$ cat config.mk
export PLATFORM = sky130hd
export DESIGN_NAME = final_cpa_seq_flat
export DESIGN_NICKNAME = d
export VERILOG_FILES = /design/src/rtl/final_cpa_seq_if.sv /design/src/rtl/final_cpa_seq.sv /design/src/flat_wrapper.sv
export SDC_FILE = /design/constraint.sdc
export NUM_CORES = 1
export LEC_CHECK = 0
export BUFFER_PORTS_ARGS = -buffer_cell sky130_fd_sc_hd__buf_2
export CELL_PAD_IN_SITES_DETAIL_PLACEMENT = 2
export CELL_PAD_IN_SITES_GLOBAL_PLACEMENT = 2
export CORE_MARGIN = 2
export CORE_UTILIZATION = 40
export CTS_BUF_LIST = sky130_fd_sc_hd__clkbuf_8
export DETAILED_ROUTE_END_ITERATION = 7
export PLACE_DENSITY_LB_ADDON = 0.1
export SYNTH_ARGS = -nofsm -noshare
export SYNTH_HDL_FRONTEND = slang
export SYNTH_SLANG_ARGS = --single-unit
$ cat constraint.sdc
create_clock -name clk -period 4.9 [get_ports clk]
set_input_delay 0.98 -clock clk [delete_from_list [all_inputs] [get_ports clk]]
set_output_delay 0.98 -clock clk [all_outputs]
set_load 0.005 [all_outputs]
$ cat src/rtl/final_cpa_seq_if.sv
// Handshake bundle for final_cpa_seq: row pair in, product and overflow out.
`default_nettype none

interface final_cpa_seq_if #(
  parameter int W = 16
);
  logic         in_valid;
  logic         in_ready;
  logic [W-1:0] row_s;
  logic [W-1:0] row_c;
  logic         out_valid;
  logic         out_ready;
  logic [W-1:0] out_p;
  logic         out_ovf;

  modport master (
    output in_valid, row_s, row_c, out_ready,
    input  in_ready, out_valid, out_p, out_ovf
  );

  modport slave (
    input  in_valid, row_s, row_c, out_ready,
    output in_ready, out_valid, out_p, out_ovf
  );
endinterface

`default_nettype wire

$ cat src/rtl/final_cpa_seq.sv
// ============================================================================
// Module      : final_cpa_seq
// Description : Chunk-serial carry-propagate adder that merges the sum/carry
//               rows of a compressor tree into the final product.
//               Optional early finish: define CPA_ZERO_SKIP_EN.
// Revision    : 1.0 - initial release
// ============================================================================
`default_nettype none

module final_cpa_seq #(
  parameter int W     = 16,
  parameter int CHUNK = 4
) (
  input  logic           clk,
  input  logic           rst_n,
  final_cpa_seq_if.slave bus
);

  localparam int NC = W / CHUNK;
  localparam int KW = (NC > 1) ? $clog2(NC) : 1;
  localparam logic [KW-1:0] K_LAST = KW'(NC - 1);

  typedef enum logic [1:0] {
    IDLE = 2'd0,
    ADD  = 2'd1,
    DONE = 2'd2
  } state_t;

  state_t        state;
  logic [W-1:0]  opa;
  logic [W-1:0]  opb;
  logic          c_top;
  logic [KW-1:0] k;
  logic          carry;
  logic [CHUNK:0] csum;
  logic          last;

  // Operands shift right each ADD cycle, so the live chunk is always at bit 0.
  assign csum = {1'b0, opa[CHUNK-1:0]} + {1'b0, opb[CHUNK-1:0]} + {{CHUNK{1'b0}}, carry};

`ifdef CPA_ZERO_SKIP_EN
  assign last = (k == K_LAST) || (!csum[CHUNK] && ((opa | opb) >> CHUNK) == '0);
`else
  assign last = (k == K_LAST);
`endif

  always_ff @(posedge clk or negedge rst_n) begin
    if (!rst_n) begin
      state         <= IDLE;
      bus.in_ready  <= 1'b1;
      bus.out_valid <= 1'b0;
      bus.out_p     <= '0;
      bus.out_ovf   <= 1'b0;
      opa           <= '0;
      opb           <= '0;
      c_top         <= 1'b0;
      k             <= '0;
      carry         <= 1'b0;
    end else begin
      case (state)
        IDLE: begin
          if (bus.in_valid) begin
            opa          <= bus.row_s;
            opb          <= {bus.row_c[W-2:0], 1'b0};
            c_top        <= bus.row_c[W-1];
            k            <= '0;
            carry        <= 1'b0;
            bus.out_p    <= '0;
            bus.out_ovf  <= 1'b0;
            bus.in_ready <= 1'b0;
            state        <= ADD;
          end
        end
        ADD: begin
          bus.out_p[k*CHUNK +: CHUNK] <= csum[CHUNK-1:0];
          carry <= csum[CHUNK];
          k     <= k + 1'b1;
          opa   <= opa >> CHUNK;
          opb   <= opb >> CHUNK;
          if (last) begin
            // The carry-row MSB was shifted out of opb, so it joins overflow here.
            bus.out_ovf   <= csum[CHUNK] | c_top;
            bus.out_valid <= 1'b1;
            state         <= DONE;
          end
        end
        DONE: begin
          if (bus.out_ready) begin
            bus.out_valid <= 1'b0;
            bus.in_ready  <= 1'b1;
            state         <= IDLE;
          end
        end
        default: state <= IDLE;
      endcase
    end
  end

endmodule

`default_nettype wire

$ cat src/flat_wrapper.sv
// flat-port wrapper written by rule: the top's interface ports become plain ports
module final_cpa_seq_flat 
#(
  parameter int W     = 16,
  parameter int CHUNK = 4
)
  (clk, rst_n, bus_in_valid, bus_row_s, bus_row_c, bus_out_ready, bus_in_ready, bus_out_valid, bus_out_p, bus_out_ovf);
  final_cpa_seq_if #(.W(W)) bus_i ();
  input  logic clk;
  input  logic rst_n;
  input wire logic [$bits(bus_i.in_valid)-1:0] bus_in_valid;
  input wire logic [$bits(bus_i.row_s)-1:0] bus_row_s;
  input wire logic [$bits(bus_i.row_c)-1:0] bus_row_c;
  input wire logic [$bits(bus_i.out_ready)-1:0] bus_out_ready;
  output wire logic [$bits(bus_i.in_ready)-1:0] bus_in_ready;
  output wire logic [$bits(bus_i.out_valid)-1:0] bus_out_valid;
  output wire logic [$bits(bus_i.out_p)-1:0] bus_out_p;
  output wire logic [$bits(bus_i.out_ovf)-1:0] bus_out_ovf;
  assign bus_i.in_valid = bus_in_valid;
  assign bus_i.row_s = bus_row_s;
  assign bus_i.row_c = bus_row_c;
  assign bus_i.out_ready = bus_out_ready;
  assign bus_in_ready = bus_i.in_ready;
  assign bus_out_valid = bus_i.out_valid;
  assign bus_out_p = bus_i.out_p;
  assign bus_out_ovf = bus_i.out_ovf;
  final_cpa_seq #(.W(W), .CHUNK(CHUNK)) u_core (.clk(clk), .rst_n(rst_n), .bus(bus_i));
endmodule
Word level (Yosys, flattened, before mapping)

Index checks and enable logic that the tools add are counted.
Widths: inputs -> output; s select.

Register bits after elaboration: 57
Memories kept: 0
Memory bits (writable): 0
Bits in latches: 0
Word-level logic and storage cells: 55
ROM bits: 0
Input port bits: 36

Bitwise operators: 1
$mul: 0
Eq/ne operators: 6
Add/subtract/negate cells: 4
Div/mod/pow operators: 0
Reduce and logical (&&, ||, !) cells: 10
Shifts and indexed selects: 2
Mux-type cells: 22
Order comparisons: 0

Operators by type and width:

| cell                    | count |
|---|---|
| $pmux 16 s2             | 3 |
| $mux 16                 | 3 |
| $neg 4->34              | 1 |
| $shift 4x34->16 const A | 1 |
| $shiftx 4x34->16        | 1 |
| $bwmux 16               | 1 |
| $reduce_and 3->1        | 4 |
| $mux 2                  | 4 |
| $pmux 1 s2              | 4 |
| $pmux 2 s3              | 1 |
| $reduce_bool 2->1       | 3 |
| $add 4x4->5             | 1 |
| $add 5x1->5             | 1 |
| $mux 1                  | 5 |
| $eq 2x2->1 const B      | 2 |
| $ne 2x2->1 const B      | 2 |
| $pmux 2 s2              | 1 |
| $reduce_and 2->1        | 2 |
| $add 2x1->2 const B     | 1 |
| $eq 2x1->1 const B      | 1 |
| $logic_not 2->1         | 1 |
| $ne 2x1->1 const B      | 1 |
| $or 1x1->1              | 1 |

Depth between registers and ports, before layout

Depth after elaboration: 5
Mapped depth: 6
Gate-level depth less buffers: 5

Worst setup path before layout

Ideal clock, no wire load.

Path type: flip-flop to flip-flop
From: register u_core.carry
To: register u_core.bus.out_ovf
Cell stages (with the launch flop): 6
Clock period less this slack: 1.778 ns
Path slack: 3.122 ns
Path buffers: 0
Arrival time: 1.645 ns
Cell sequence: dfrtp_1 -> fa_1 -> fa_1 -> a21o_1 -> a21oi_1 -> a22oi_1

Longest elaborated chain between the ends: 4

Ends and longest elaborated chain:

| item                   | RTL line               | text |
|---|---|---|
| start, declared        | final_cpa_seq.sv:34    | `logic carry;` |
| start signal, assigned | final_cpa_seq.sv:76    | `carry <= csum[CHUNK];` |
| $add 5x1->5            | final_cpa_seq.sv:39    | `assign csum = {1'b0, opa[CHUNK-1:0]} + {1'b0, opb[CHUNK-1:0]} + {{CHUNK{1'b0}}, carry};` |
| $or 1x1->1             | final_cpa_seq.sv:82    | `bus.out_ovf <= csum[CHUNK] \| c_top;` |
| $mux 1                 | final_cpa_seq.sv:80    | `if (last) begin` |
| $pmux 1 s2             | final_cpa_seq.sv:60    | `case (state)` |
| end signal, assigned   | final_cpa_seq.sv:82    |  |
| end, declared          | final_cpa_seq_if.sv:23 | `output in_ready, out_valid, out_p, out_ovf` |

Every way passes these cells. The select of a mux whose other input is x is not followed.
A chain may end at the register's enable or synchronous reset.

Worst setup path in the final report

From: register u_core.state[1]
To: register u_core.opa[7]

Longest elaborated chain between the ends: 3
Elaborated cells on any way between the ends: 6

Ends and longest elaborated chain:

| item                                                             | RTL line            | text |
|---|---|---|
| start, declared                                                  | final_cpa_seq.sv:29 | `state_t state;` |
| start signal, assigned                                           | final_cpa_seq.sv:49 | `state <= IDLE;` |
| start signal, assigned                                           | final_cpa_seq.sv:71 | `state <= ADD;` |
| start signal, assigned                                           | final_cpa_seq.sv:84 | `state <= DONE;` |
| $eq 2x1->1 or $logic_not 2->1 (tied branches)                    | final_cpa_seq.sv:60 |  |
| $reduce_bool 2->1 (no source line) or $ne 2x2->1 (tied branches) | -                   |  |
| $reduce_and 2->1 (no source line)                                | -                   |  |
| end signal, assigned                                             | final_cpa_seq.sv:63 | `opa <= bus.row_s;` |
| end signal, assigned                                             | final_cpa_seq.sv:78 | `opa <= opa >> CHUNK;` |
| end, declared                                                    | final_cpa_seq.sv:30 | `logic [W-1:0] opa;` |

Several ways; a longest one is shown, not always the timed one.

==> results.md <==
* Status: finished, final reports clean
* Slew @ Worst Pin at 724.9 ps
* Post-synth EDFFs at 0
* Crit. End Element: flop
* Share of the synthesized area in the top cell type at 52.48%
* Slew Viols, Final at 0
* Cell variety after synth at 34
* Syn Nets at ~270
* Hold Startpoint: u_core.c_top$_DFFE_PN0P_
* Arrival @ worst endpoint at between 2000 and 2500 ps
* Post-DRT Antenna Nets at 0
* #FFs+latches synth at 57
* Register area share after synthesis at a little over half
* Fmax at about 470 MHz
* Row count at 29
* Synth top area cells: dfrtp_1, mux2i_1, a22o_1
* Drc violations at 0
* Pin count of the biggest net entering global routing at between 50 and 60
* Core ar. at between 6000 and 7000 um2
* Total gr overflow at 0
* Die area at 7344 um2
* Crit share post-route at between 40% and 50%
* Slew margin rel. at between 50% and 60%
* DR vias at approximately 2000
* Post-layout power at around 2.2 mW
* Endpoints failing setup at 0
* Synth Cell Area at around 2700 um2
* Main synth FF type: dfrtp_1
* Drt pass-1 iters at 3
* Total wire length at approximately 6300 um
* Filler cell count in the final layout at 670
* RSZ-0062 raised after global routing: no
* Setup TNS at 0 ps
* Die Width at around 86 um
* Peak VDD IR at ~250 uV
* Initial antenna violation count at 0
* Tot GR Track Use at 19.48%
* Synth warnings at 0
* Crit Path Category: flop to flop
* Nets at 325
* Crit Path Max Fanout at 17
* Vias in the first global route at roughly 2200
* Area delta synth->final at 19.63%
* Vias per inst at 5.435
* Clock Tree Buf Depth at 2
* Worst Skew at between 5 and 6 ps
* Share of cells above drive strength 1 at 28.52%
* Mean area per synthesized cell at approximately 12 um2
* Clock sinks at 57
* Startpoint types: flop
* Chip height at approximately 86 um
* Setup crit start: u_core.state[1]$_DFFE_PN0P_
* Crit Reg-Reg Startpoint: u_core.state[1]$_DFFE_PN0P_
* H-Tree Depth at 3
* Cell count after synthesis at around 220
* Top Ports at 55
* 1st-iter DRT viols at 40
* CTS tree: done
* Area leader, netlist: dfrtp_1
* Clk slew on worst S/H paths at 70 ps
* Wire length per cell at about 18 um
* PD cells at approximately 670 nW/um2
* Worst min-delay path category: flop to flop
* Starting Density at about two fifths
* Port Buffer Count at 54
* Lkg Pwr at around 1.6 nW
* Post CTS Setup Buffer Count at 0
* Critical Path RT at slightly above 5000 ps
* GPL Wtd Cong at about 0.7
* Max-Cap Viols at 0
* Antenna cells at 0
* Cts bufs inserted at 9
* CTS root buf: clkbuf_8
* Final Hold Fails at 0
* Clk Latency, worst-skew pair at 340 ps
* Async S/R FF share, synth at between 90% and 100%
* Post-CTS Resized at 0
* Hold buffers post-CTS at 0
* First-pass GRT wire length at 10750 um
* Post-layout minimum cycle time at roughly 2100 ps
* Post-DP HPWL at around 4500 um
[critical path: stages, from the launching register on]
cell     delay, ps
dfrtp_1        600
and2b_1        630
buf_4          380
mux2i_1        280
o21ai_1         90
[synth_stat cells, drive strengths merged (2+ instances only)]
cell     n
clkbuf   3
a21o     5
fa       2
inv      4
mux2i   23
a32o     4
a21oi    5
o21bai   2
buf      9
nor2     5
a22o    22
nand2b   3
dfrtp   56
ha       8
nor4b    3
nand2   32
o21ai   26
[power by group]
| group | leakage, nW | total [mW] | switching (mW) | internal (mW) |
|---|---|---|---|---|
| Clock | 0.115 | 0.457 | 0.185 | 0.272 |
| Sequential | 0.740 | 0.792 | 0.145 | 0.646 |
| Combinational | 0.768 | 0.901 | 0.516 | 0.385 |
[layer usage]
layer / vias up / routed length [um] / GRT usage [%] / share of wire (%)
li1: 920 / - / - / -
met2: 42 / 3281 / 32.60 / 52
met5: - / 0 / 0 / 0
met4: 0 / 132 / 9.091 / 2.1
met3: 11 / 282 / 5.101 / 4.5
met1: 989 / 2640 / 23.52 / 42
[cell families after synthesis]
kind of cell	share of synthesized area, %
compound gates	17.57
xor+xnor	0.3281
fa+ha+maj	5.249
buf+inv	3.702
flops	53.47
mux	9.044
simple gates	10.64
[metrics by stage]
stage          hold WS [ps]  worst slack, ps  cell area (um2)  utilization [%]  instances
2_1_floorplan         455.3             3122             2670                -        223
3_3_place_gp          466.5             2839             2987            46.77        345
3_5_place_dp          479.9             2792             2987            46.77        345
4_1_cts               494.0             2746             3194            50.02        361
5_1_grt               517.4             2624             3194            50.02        361
6_report              489.0             2777             3194            50.02        361
[state kept, by name, indices dropped and copies added (netlist names)]
register              flops
u_core.k                  2
u_core.opa               16
u_core.opb               16
u_core.state              2
u_core.bus.out_p         16
u_core.bus.in_ready       1
u_core.carry              1
u_core.bus.out_valid      1
u_core.bus.out_ovf        1
u_core.c_top              1
[path summary, 6_finish.rpt]
check,to,depth (start not counted),slack (ps)
hold / removal,u_core.c_top$_DFFE_PN0P_,1,490
setup / recovery,u_core.opa[7]$_DFFE_PN0P_,4,2780
setup reg to reg,u_core.opa[7]$_DFFE_PN0P_,4,2780
hold reg to reg,u_core.c_top$_DFFE_PN0P_,1,490
max in group asynchronous,u_core.bus.out_valid$_DFFE_PN0P_,2,3640
min in group asynchronous,u_core.opa[6]$_DFFE_PN0P_,2,780
[cells in the final DEF, fill, tap and decap left out]
cell type / count
nor4b_4: 3
dfstp_2: 1
fa_1: 2
and2b_1: 1
nand2_1: 32
nor4_2: 1
inv_1: 4
a32o_1: 4
nor2_1: 4
o31ai_1: 1
o22ai_1: 1
a22o_1: 22
clkinv_2: 1
a211oi_1: 1
o21ai_1: 26
dfrtp_1: 56
mux2_1: 1
o21bai_4: 1
nor2_8: 1
inv_2: 2
a21oi_1: 5
o21bai_1: 1
buf_2: 54
clkbuf_8: 12
a22oi_1: 1
mux2i_1: 23
ha_1: 8
or3b_1: 1
bufinv_16: 1
xor2_1: 1
nand2b_2: 1
buf_4: 3
nand2b_1: 2
nor3b_1: 1
a21o_1: 5
[cell type report]
class / count / area [um2] / share of cell area (%)
well taps: 77 / 96.34 / 3.016
clock buffers: 12 / 165.2 / 5.170
repair buffers: 57 / 292.8 / 9.166
flip-flops and latches: 57 / 1428 / 44.69
clock inverters: 4 / 42.54 / 1.332
multi-input cells: 150 / 1155 / 36.15
inverters: 4 / 15.01 / 0.4700
(Power assumes the default switching activity.)
